## src/rtl/param_fir_mac_if.sv

```systemverilog
// Sample/coefficient/result bundle for param_fir_mac.
// The master side is the sample source plus coefficient writer and the
// result consumer; the slave side is the filter itself.
interface param_fir_mac_if #(
    parameter int DATA_W = 18,
    parameter int COEF_W = 18,
    parameter int ACC_W  = 38,
    parameter int ADDR_W = 3
);
    logic signed [DATA_W-1:0] data_in;
    logic                     in_valid;
    logic                     in_ready;
    logic                     coef_we;
    logic        [ADDR_W-1:0] coef_addr;
    logic signed [COEF_W-1:0] coef_data;
    logic                     coef_wr_err;
    logic signed [ACC_W-1:0]  fir_result;
    logic                     out_valid;

    modport master (
        output data_in, in_valid, coef_we, coef_addr, coef_data,
        input  in_ready, coef_wr_err, fir_result, out_valid
    );

    modport slave (
        input  data_in, in_valid, coef_we, coef_addr, coef_data,
        output in_ready, coef_wr_err, fir_result, out_valid
    );
endinterface

```

## src/rtl/param_fir_mac.sv

```systemverilog
// Time-multiplexed FIR filter built around one signed multiply-accumulate.
// Each accepted sample is pushed into a circular delay line, then M taps are
// accumulated one per enabled cycle and the sum is published with a one-cycle
// out_valid strobe. SYMM=1 folds mirrored taps through a pre-adder so only
// TAPS/2 coefficients are stored and only TAPS/2 MAC cycles are needed.
// The accumulator wraps modulo 2^ACC_W; size ACC_W for the worst-case sum.
module param_fir_mac #(
    parameter int DATA_W = 18,
    parameter int COEF_W = 18,
    parameter int TAPS   = 8,
    parameter int SYMM   = 0,
    parameter int ACC_W  = 38
) (
    input  logic           clk,
    input  logic           rst_n,
    input  logic           clk_ena,
    param_fir_mac_if.slave bus
);

    localparam int M      = (SYMM != 0) ? TAPS / 2 : TAPS;
    localparam int ADDR_W = $clog2(TAPS);
    localparam int K_W    = (M > 1) ? $clog2(M) : 1;
    localparam int TERM_W = DATA_W + ((SYMM != 0) ? 1 : 0);
    localparam int PROD_W = COEF_W + TERM_W;

    localparam logic [ADDR_W:0] NCOEF = (ADDR_W + 1)'(M);

    typedef enum logic [1:0] {
        IDLE,
        MAC,
        DONE
    } state_t;

    state_t state_q;
    state_t state_d;

    logic        [ADDR_W-1:0] wr_ptr;
    logic        [K_W-1:0]    k_cnt;
    logic signed [DATA_W-1:0] x_mem    [TAPS];
    logic signed [COEF_W-1:0] coef_mem [M];
    logic signed [ACC_W-1:0]  acc;
    logic signed [ACC_W-1:0]  fir_result_q;
    logic                     out_valid_q;
    logic                     coef_wr_err_q;

    logic                     in_ready_c;
    logic                     accept;
    logic                     last_k;
    logic                     addr_in_range;
    logic                     coef_wr_ok;
    logic                     coef_wr_bad;
    logic signed [COEF_W-1:0] coef_k;
    logic signed [DATA_W-1:0] x_a;
    logic signed [TERM_W-1:0] term;
    logic signed [PROD_W-1:0] prod;

    // Location of x[n-j]: the newest sample sits just behind wr_ptr, so the
    // slot is (wr_ptr - 1 - j) mod TAPS, computed without a general modulo.
    function automatic logic [ADDR_W-1:0] tap_index(
        input logic [ADDR_W-1:0] ptr,
        input logic [ADDR_W-1:0] j
    );
        logic [ADDR_W+1:0] s;
        s = {2'b00, ptr} + (ADDR_W + 2)'(TAPS - 1) - {2'b00, j};
        if (s >= (ADDR_W + 2)'(TAPS)) begin
            s = s - (ADDR_W + 2)'(TAPS);
        end
        return ADDR_W'(s);
    endfunction

    // Full-width product sign-extended onto the accumulator width.
    function automatic logic signed [ACC_W-1:0] sext_prod(
        input logic signed [PROD_W-1:0] p
    );
        return {{(ACC_W - PROD_W){p[PROD_W-1]}}, p};
    endfunction

    // Accumulation is plain two's complement wrap; no saturation is applied.
    function automatic logic signed [ACC_W-1:0] acc_wrap_add(
        input logic signed [ACC_W-1:0] a,
        input logic signed [ACC_W-1:0] b
    );
        return a + b;
    endfunction

    assign last_k        = (k_cnt == K_W'(M - 1));
    assign addr_in_range = ({1'b0, bus.coef_addr} < NCOEF);
    assign accept        = bus.in_valid & in_ready_c;
    assign coef_wr_ok    = clk_ena & bus.coef_we & (state_q == IDLE) & addr_in_range;
    assign coef_wr_bad   = clk_ena & bus.coef_we & ~((state_q == IDLE) & addr_in_range);

    assign coef_k = coef_mem[k_cnt];
    assign x_a    = x_mem[tap_index(wr_ptr, ADDR_W'(k_cnt))];

    generate
        if (SYMM != 0) begin : g_fold
            logic signed [DATA_W-1:0] x_b;
            assign x_b = x_mem[tap_index(wr_ptr, ADDR_W'(TAPS - 1) - ADDR_W'(k_cnt))];
            // Pre-add the mirrored taps one bit wider so the fold cannot overflow.
            always_comb begin
                term = {x_a[DATA_W-1], x_a} + {x_b[DATA_W-1], x_b};
            end
        end else begin : g_direct
            // Direct form: the term is just the delayed sample.
            always_comb begin
                term = x_a;
            end
        end
    endgenerate

    assign prod = PROD_W'(coef_k) * PROD_W'(term);

    // State register; a disabled cycle freezes the sequence in place.
    always_ff @(posedge clk or negedge rst_n) begin
        if (!rst_n) begin
            state_q <= IDLE;
        end else if (clk_ena) begin
            state_q <= state_d;
        end
    end

    // Next state and the combinational ready: IDLE accepts, MAC runs M taps,
    // DONE publishes the sum for one cycle.
    always_comb begin
        state_d    = state_q;
        in_ready_c = 1'b0;
        case (state_q)
            IDLE: begin
                in_ready_c = clk_ena;
                if (bus.in_valid && clk_ena) begin
                    state_d = MAC;
                end
            end
            MAC: begin
                if (last_k) begin
                    state_d = DONE;
                end
            end
            DONE: begin
                state_d = IDLE;
            end
            default: begin
                state_d = IDLE;
            end
        endcase
    end

    // Delay line, write pointer, tap counter and accumulator.
    always_ff @(posedge clk or negedge rst_n) begin
        if (!rst_n) begin
            wr_ptr <= '0;
            k_cnt  <= '0;
            acc    <= '0;
            for (int i = 0; i < TAPS; i++) begin
                x_mem[i] <= '0;
            end
        end else if (clk_ena) begin
            if (accept) begin
                x_mem[wr_ptr] <= bus.data_in;
                wr_ptr        <= (wr_ptr == ADDR_W'(TAPS - 1)) ? '0 : wr_ptr + 1'b1;
                acc           <= '0;
                k_cnt         <= '0;
            end else if (state_q == MAC) begin
                acc   <= acc_wrap_add(acc, sext_prod(prod));
                k_cnt <= last_k ? '0 : k_cnt + 1'b1;
            end
        end
    end

    // Coefficient bank; writes land only while idle so a running sum never
    // mixes old and new coefficients.
    always_ff @(posedge clk or negedge rst_n) begin
        if (!rst_n) begin
            for (int i = 0; i < M; i++) begin
                coef_mem[i] <= '0;
            end
        end else if (coef_wr_ok) begin
            coef_mem[K_W'(bus.coef_addr)] <= bus.coef_data;
        end
    end

    // Result register plus the one-cycle out_valid and write-error strobes.
    always_ff @(posedge clk or negedge rst_n) begin
        if (!rst_n) begin
            fir_result_q  <= '0;
            out_valid_q   <= 1'b0;
            coef_wr_err_q <= 1'b0;
        end else if (clk_ena) begin
            out_valid_q   <= (state_q == DONE);
            coef_wr_err_q <= coef_wr_bad;
            if (state_q == DONE) begin
                fir_result_q <= acc;
            end
        end
    end

    assign bus.in_ready    = in_ready_c;
    assign bus.fir_result  = fir_result_q;
    assign bus.out_valid   = out_valid_q;
    assign bus.coef_wr_err = coef_wr_err_q;

endmodule

```

## src/flat_wrapper.sv

```systemverilog
// flat-port wrapper written by rule: the top's interface ports become plain ports
module param_fir_mac_flat 
#(
    parameter int DATA_W = 18,
    parameter int COEF_W = 18,
    parameter int TAPS   = 8,
    parameter int SYMM   = 0,
    parameter int ACC_W  = 38
)
  (clk, rst_n, clk_ena, bus_data_in, bus_in_valid, bus_coef_we, bus_coef_addr, bus_coef_data, bus_in_ready, bus_coef_wr_err, bus_fir_result, bus_out_valid);
  param_fir_mac_if #(.DATA_W(DATA_W), .COEF_W(COEF_W), .ACC_W(ACC_W)) bus_i ();
  input  logic clk;
  input  logic rst_n;
  input  logic clk_ena;
  input wire logic [$bits(bus_i.data_in)-1:0] bus_data_in;
  input wire logic [$bits(bus_i.in_valid)-1:0] bus_in_valid;
  input wire logic [$bits(bus_i.coef_we)-1:0] bus_coef_we;
  input wire logic [$bits(bus_i.coef_addr)-1:0] bus_coef_addr;
  input wire logic [$bits(bus_i.coef_data)-1:0] bus_coef_data;
  output wire logic [$bits(bus_i.in_ready)-1:0] bus_in_ready;
  output wire logic [$bits(bus_i.coef_wr_err)-1:0] bus_coef_wr_err;
  output wire logic [$bits(bus_i.fir_result)-1:0] bus_fir_result;
  output wire logic [$bits(bus_i.out_valid)-1:0] bus_out_valid;
  assign bus_i.data_in = bus_data_in;
  assign bus_i.in_valid = bus_in_valid;
  assign bus_i.coef_we = bus_coef_we;
  assign bus_i.coef_addr = bus_coef_addr;
  assign bus_i.coef_data = bus_coef_data;
  assign bus_in_ready = bus_i.in_ready;
  assign bus_coef_wr_err = bus_i.coef_wr_err;
  assign bus_fir_result = bus_i.fir_result;
  assign bus_out_valid = bus_i.out_valid;
  param_fir_mac #(.DATA_W(DATA_W), .COEF_W(COEF_W), .TAPS(TAPS), .SYMM(SYMM), .ACC_W(ACC_W)) u_core (.clk(clk), .rst_n(rst_n), .clk_ena(clk_ena), .bus(bus_i));
endmodule
```

## config.mk

```make
export PLATFORM = sky130hd
export DESIGN_NAME = param_fir_mac_flat
export DESIGN_NICKNAME = d
export VERILOG_FILES = /design/src/rtl/param_fir_mac_if.sv /design/src/rtl/param_fir_mac.sv /design/src/flat_wrapper.sv
export SDC_FILE = /design/constraint.sdc
export NUM_CORES = 2
export LEC_CHECK = 0
export CORE_MARGIN = 2
export CORE_UTILIZATION = 35
export CTS_CLUSTER_DIAMETER = 200
export CTS_CLUSTER_SIZE = 25
export DETAILED_ROUTE_END_ITERATION = 16
export SYNTH_ARGS = -nofsm -noshare
export SYNTH_HDL_FRONTEND = slang
export SYNTH_SLANG_ARGS = --single-unit
```

## constraint.sdc

```tcl
create_clock -name clk -period 24.7 [get_ports clk]
set_input_delay 4.94 -clock clk [delete_from_list [all_inputs] [get_ports clk]]
set_output_delay 4.94 -clock clk [all_outputs]
set_load 0.02 [all_outputs]
```

Word-level counts from Yosys, hierarchy flattened:

Index checks and enable logic that the tools add are counted.

* add/subtract/negate cells: 6
* $mul: 1
* magnitude comparators: 7
* equality and inequality tests: 6
* muxes and demuxes: 23
* bitwise logic cells: 9
* reduce and logical (&&, ||, !) cells: 9

Operators with widths (number)
* $bwmux W144: 2
* $bmux W18 S3: 2
* $demux W18 S3: 2
* $mux W18: 6
* $mux W38: 2
* $add A38 B36 Y38: 1
* $mul A18 B18 Y36: 1
* $ge A4 B4 Y1 const B: 4
* $not A3 Y4: 4
* $mux W3: 5
* $lt A4 B1 Y1 const B: 2
* $add A3 B1 Y3 const B: 2
* $eq A3 B3 Y1 const B: 2
* $reduce_and A2 Y1: 3
* $ge A5 B4 Y1 const B: 1
* $sub A4 B3 Y5: 1
* $add A3 B3 Y4 const B: 1
* $and A1 B1 Y1: 4
* $mux W2: 2
* $pmux W2 S2: 1
* $logic_and A1 B1 Y1: 3
* $reduce_and A3 Y1: 1
* $sub A3 B1 Y3 const B: 1
* $eq A2 B1 Y1 const B: 1
* 7 further kinds: 7

* bits in registers: 374
* input port bits: 44
* output and inout port bits: 41
* logic and storage cells: 84

Longest topological paths before layout:

* depth in word-level cells: 12
* gate-level depth with buffers: 36
* gate-level depth less buffers: 32

Least setup slack after synthesis:

Ideal clock, no wire load.

* path kind: input-to-output
* start point: input clk_ena
* end point: output bus_in_ready
* data arrival time: 5.802 ns
* data required time: 19.760 ns
* setup slack: 13.958 ns
* stages on the path: 2
* buffers on the path: 1
* cells stage by stage: buf_2 nor3b_1

* longest elaborated chain between the ends: 1

Ends and longest elaborated chain
* from (decl): RTL line flat_wrapper.sv:14 `input logic clk_ena;`
* $mux W1: RTL line param_fir_mac.sv:127 `case (state_q)`
* to (decl): RTL line flat_wrapper.sv:20 `output wire logic [$bits(bus_i.in_ready)-1:0] bus_in_ready;`

Every way passes these cells.

Worst setup path after layout:

Ends and elaborated chain as after synthesis.

==> out/results.tsv <==
stage	metric	value	unit
outcome	status	complete, no violations	
grt	grt_pass1_wl	112	mm
worst_setup_path	path_class	in2out	
floorplan	core-area	83300	µm²
clock_network	cts.sink_count	374	
placement	hpwl	51.4	mm
sta	setup_viol_count_final	0	
logic_synthesis	synth_area_leaders	dfrtp_1 32%, fa_1 26%, mux2_2 12%	
logic_synthesis	synth-edff-count	0	
sta	tns	0	ps
grt	grt_pass1_vias	19700	
clock_network	cts-root-buf	clkbuf_16	
logic_synthesis	ys_ff_latch	374	
floorplan	fp.dieH	294	µm
sta	fin_skew	26.2	ps
floorplan	die_area	86200	µm²
logic_synthesis	synth_nets	3060	
floorplan	io_pins	85	
layout	drive_gt1_frac	0.187	
placement	port_buffers	84	
grt	gr-max-usage-layer	met2	
worst_setup_path	crit_top_cell	clkdlybuf4s50_1	
layout	nets	3128	
route	avgViaCountPerCell	4.92	
sta	rsz0062_at_grt	no	
layout	antenna_cells	0	
clock_network	htreeDepth	1	
grt	grtUsageMet3	0.0256	
route	wl	68.4	mm
floorplan	core.rowCount	106	
logic_synthesis	synth_area_leader_cell	dfrtp_1	
logic_synthesis	async_flop_share	1.00	
grt	met2_usage	0.275	
clock_network	clk_latency	570	ps
route	drc_errors	0	
logic_synthesis	yosysWarnings	0	
logic_synthesis	syn-instance-count	2519	
layout	stdcell_count	3669	
logic_synthesis	synth-seq-area-share	0.319	
sta	slew_viol_final	0	
sta	tightest_slew	1130	ps
route	ant_nets	0	
sta	relSlewSlack	0.225	
job	drv_cap	0	
worst_setup_path	crit_chain	clkdlybuf4s50_1, nor3b_1, clkdlybuf4s50_1	
grt	grt-ovfl-total	0	
worst_setup_path	cp.required	19760	ps
clock_network	cts_tree	yes	
route	vias	18000	
route	dr.pass1.iters	5	
worst_setup_path	cp_max_fo	10	
logic_synthesis	synth_common_cells	427 x inv_1, 376 x fa_1, 374 x dfrtp_1, 310 x mux2_2, 212 x nand2_1	
sta	fmax	82.6	MHz
worst_setup_path	crit_buf_inv	2	
clock_network	cts_buffers	18	
logic_synthesis	syn_area	29400	µm²
worst_setup_path	startpoint_type	primary input	
layout	syn2layout_area_growth	9.59	%
sta	min_period	12110	ps
clock_network	path_clk_slew	100	ps
route	initialDrtViolationCount	984	
grt	grt_start_max_net_pins	111	
worst_setup_path	critPathTopFamily	buffers and inverters	
logic_synthesis	ys_types	56	
route	wire_per_inst	18.6	µm
worst_setup_path	cp.arrival	7170	ps
placement	placed_cells	3647	
worst_hold_path	worstHoldPathType	reg2reg	
clock_network	cts_hold_buf	0	
floorplan	chipWidth	294	µm
clock_network	clock_path_buffers	3	
worst_setup_path	crit_path_end_kind	output pin	
floorplan	start_util	0.352	
sta	hold_violations	0	
logic_synthesis	synth_most_common_cell	inv_1	
grt	track_usage	0.165	
sta	min_period_over_period	0.490	
worst_setup_path	slowest_delay	800	ps
logic_synthesis	netlist.area_leader.share	0.319	
placement	place.gp.congestion	0.880	
logic_synthesis	synthFlopType	dfrtp_1	
clock_network	cts_setup_buffers	0	
grt	use_met1	0.227	
grt	antenna_found_initial	5	
worst_setup_path	slowest_stage	nor3b_1	
logic_synthesis	syn_avg_cell_area	11.7	µm²
clock_network	cts_repair_resize_count	0	
## stage by stage
stage / instance area (µm²) / hold slack (ps) / utilization / setup WS (ps)
finish: 32200 / 484 / 0.386 / 12590
global placement: 31700 / 462 / 0.380 / 12640
detailed placement: 31700 / 470 / 0.380 / 12650
floorplan: 29400 / 449 / - / 13960
CTS: 32200 / 493 / 0.386 / 12640
global route: 32200 / 508 / 0.386 / 12440
## sequential cells by signal (all words and copies together), names as in the netlist
name,flops
u_core.bus.fir_result,38
u_core.wr_ptr,3
u_core.acc,38
u_core.bus.out_valid,1
u_core.coef_mem,144
u_core.state_q,2
u_core.bus.coef_wr_err,1
u_core.x_mem,144
u_core.k_cnt,3
## cell type report
cell class	instances	area, µm²
repair buffers	142	1280
inverters	427	1600
clock buffers	22	487
multi-input cells	1624	18100
well taps	1080	1350
flip-flops and latches	374	9360
fillers	8038	51100
## kinds of logic after synthesis
| group | Yosys count | share of synthesized area |
|---|---|---|
| compound gates | 166 | 0.0343 |
| xor+xnor | 40 | 0.0119 |
| buf+inv | 521 | 0.0677 |
| mux | 418 | 0.187 |
| fa+ha+maj | 497 | 0.308 |
| flops | 374 | 0.319 |
| simple gates | 503 | 0.0726 |
## worst min-delay path: cells and delay by family, from the launching register on
| family | cells | cell delay (ps) |
|---|---|---|
| AOI/OAI and AO/OA | 1 | 60 |
| DFF | 1 | 350 |
| and+or+nand+nor | 1 | 50 |
## final timing paths
check | start | end | slack (ps) | depth (start not counted)
setup / recovery | clk_ena | bus_in_ready | 12590 | 3
min in group asynchronous | rst_n | u_core.coef_mem[106]$_DFFE_PN0P_ | 4450 | 1
max in group asynchronous | rst_n | u_core.x_mem[106]$_DFFE_PN0P_ | 18070 | 3
setup reg to reg | u_core.k_cnt[1]$_DFFE_PN0P_ | u_core.acc[35]$_DFFE_PN0P_ | 14580 | 31
hold reg to reg | u_core.acc[27]$_DFFE_PN0P_ | u_core.acc[27]$_DFFE_PN0P_ | 480 | 2
hold / removal | u_core.acc[27]$_DFFE_PN0P_ | u_core.acc[27]$_DFFE_PN0P_ | 480 | 2
## routing by layer
| metal | vias to the layer above | share of wire |
|---|---|---|
| li1 | 8210 | - |
| met1 | 9431 | 0.46 |
| met2 | 318 | 0.47 |
| met3 | 79 | 0.049 |
| met4 | 10 | 0.021 |
| met5 | - | 0.00080 |
## layout by cell type (no fill, tap or decap), drive strengths merged, types with 12 or more instances in the layout
cell type / count
inv: 427
fa: 376
xnor2: 27
dfrtp: 374
and2: 12
o21ai: 79
nand2: 212
a21o: 22
clkbuf: 22
nor2: 199
mux2i: 32
ha: 121
mux4: 72
a21oi: 30
xor2: 13
nand3: 31
clkdlybuf4s50: 83
mux2: 314
buf: 59
Power is not shown: default switching activity piles up to over one toggle a cycle in this logic, so the estimate is an artifact.
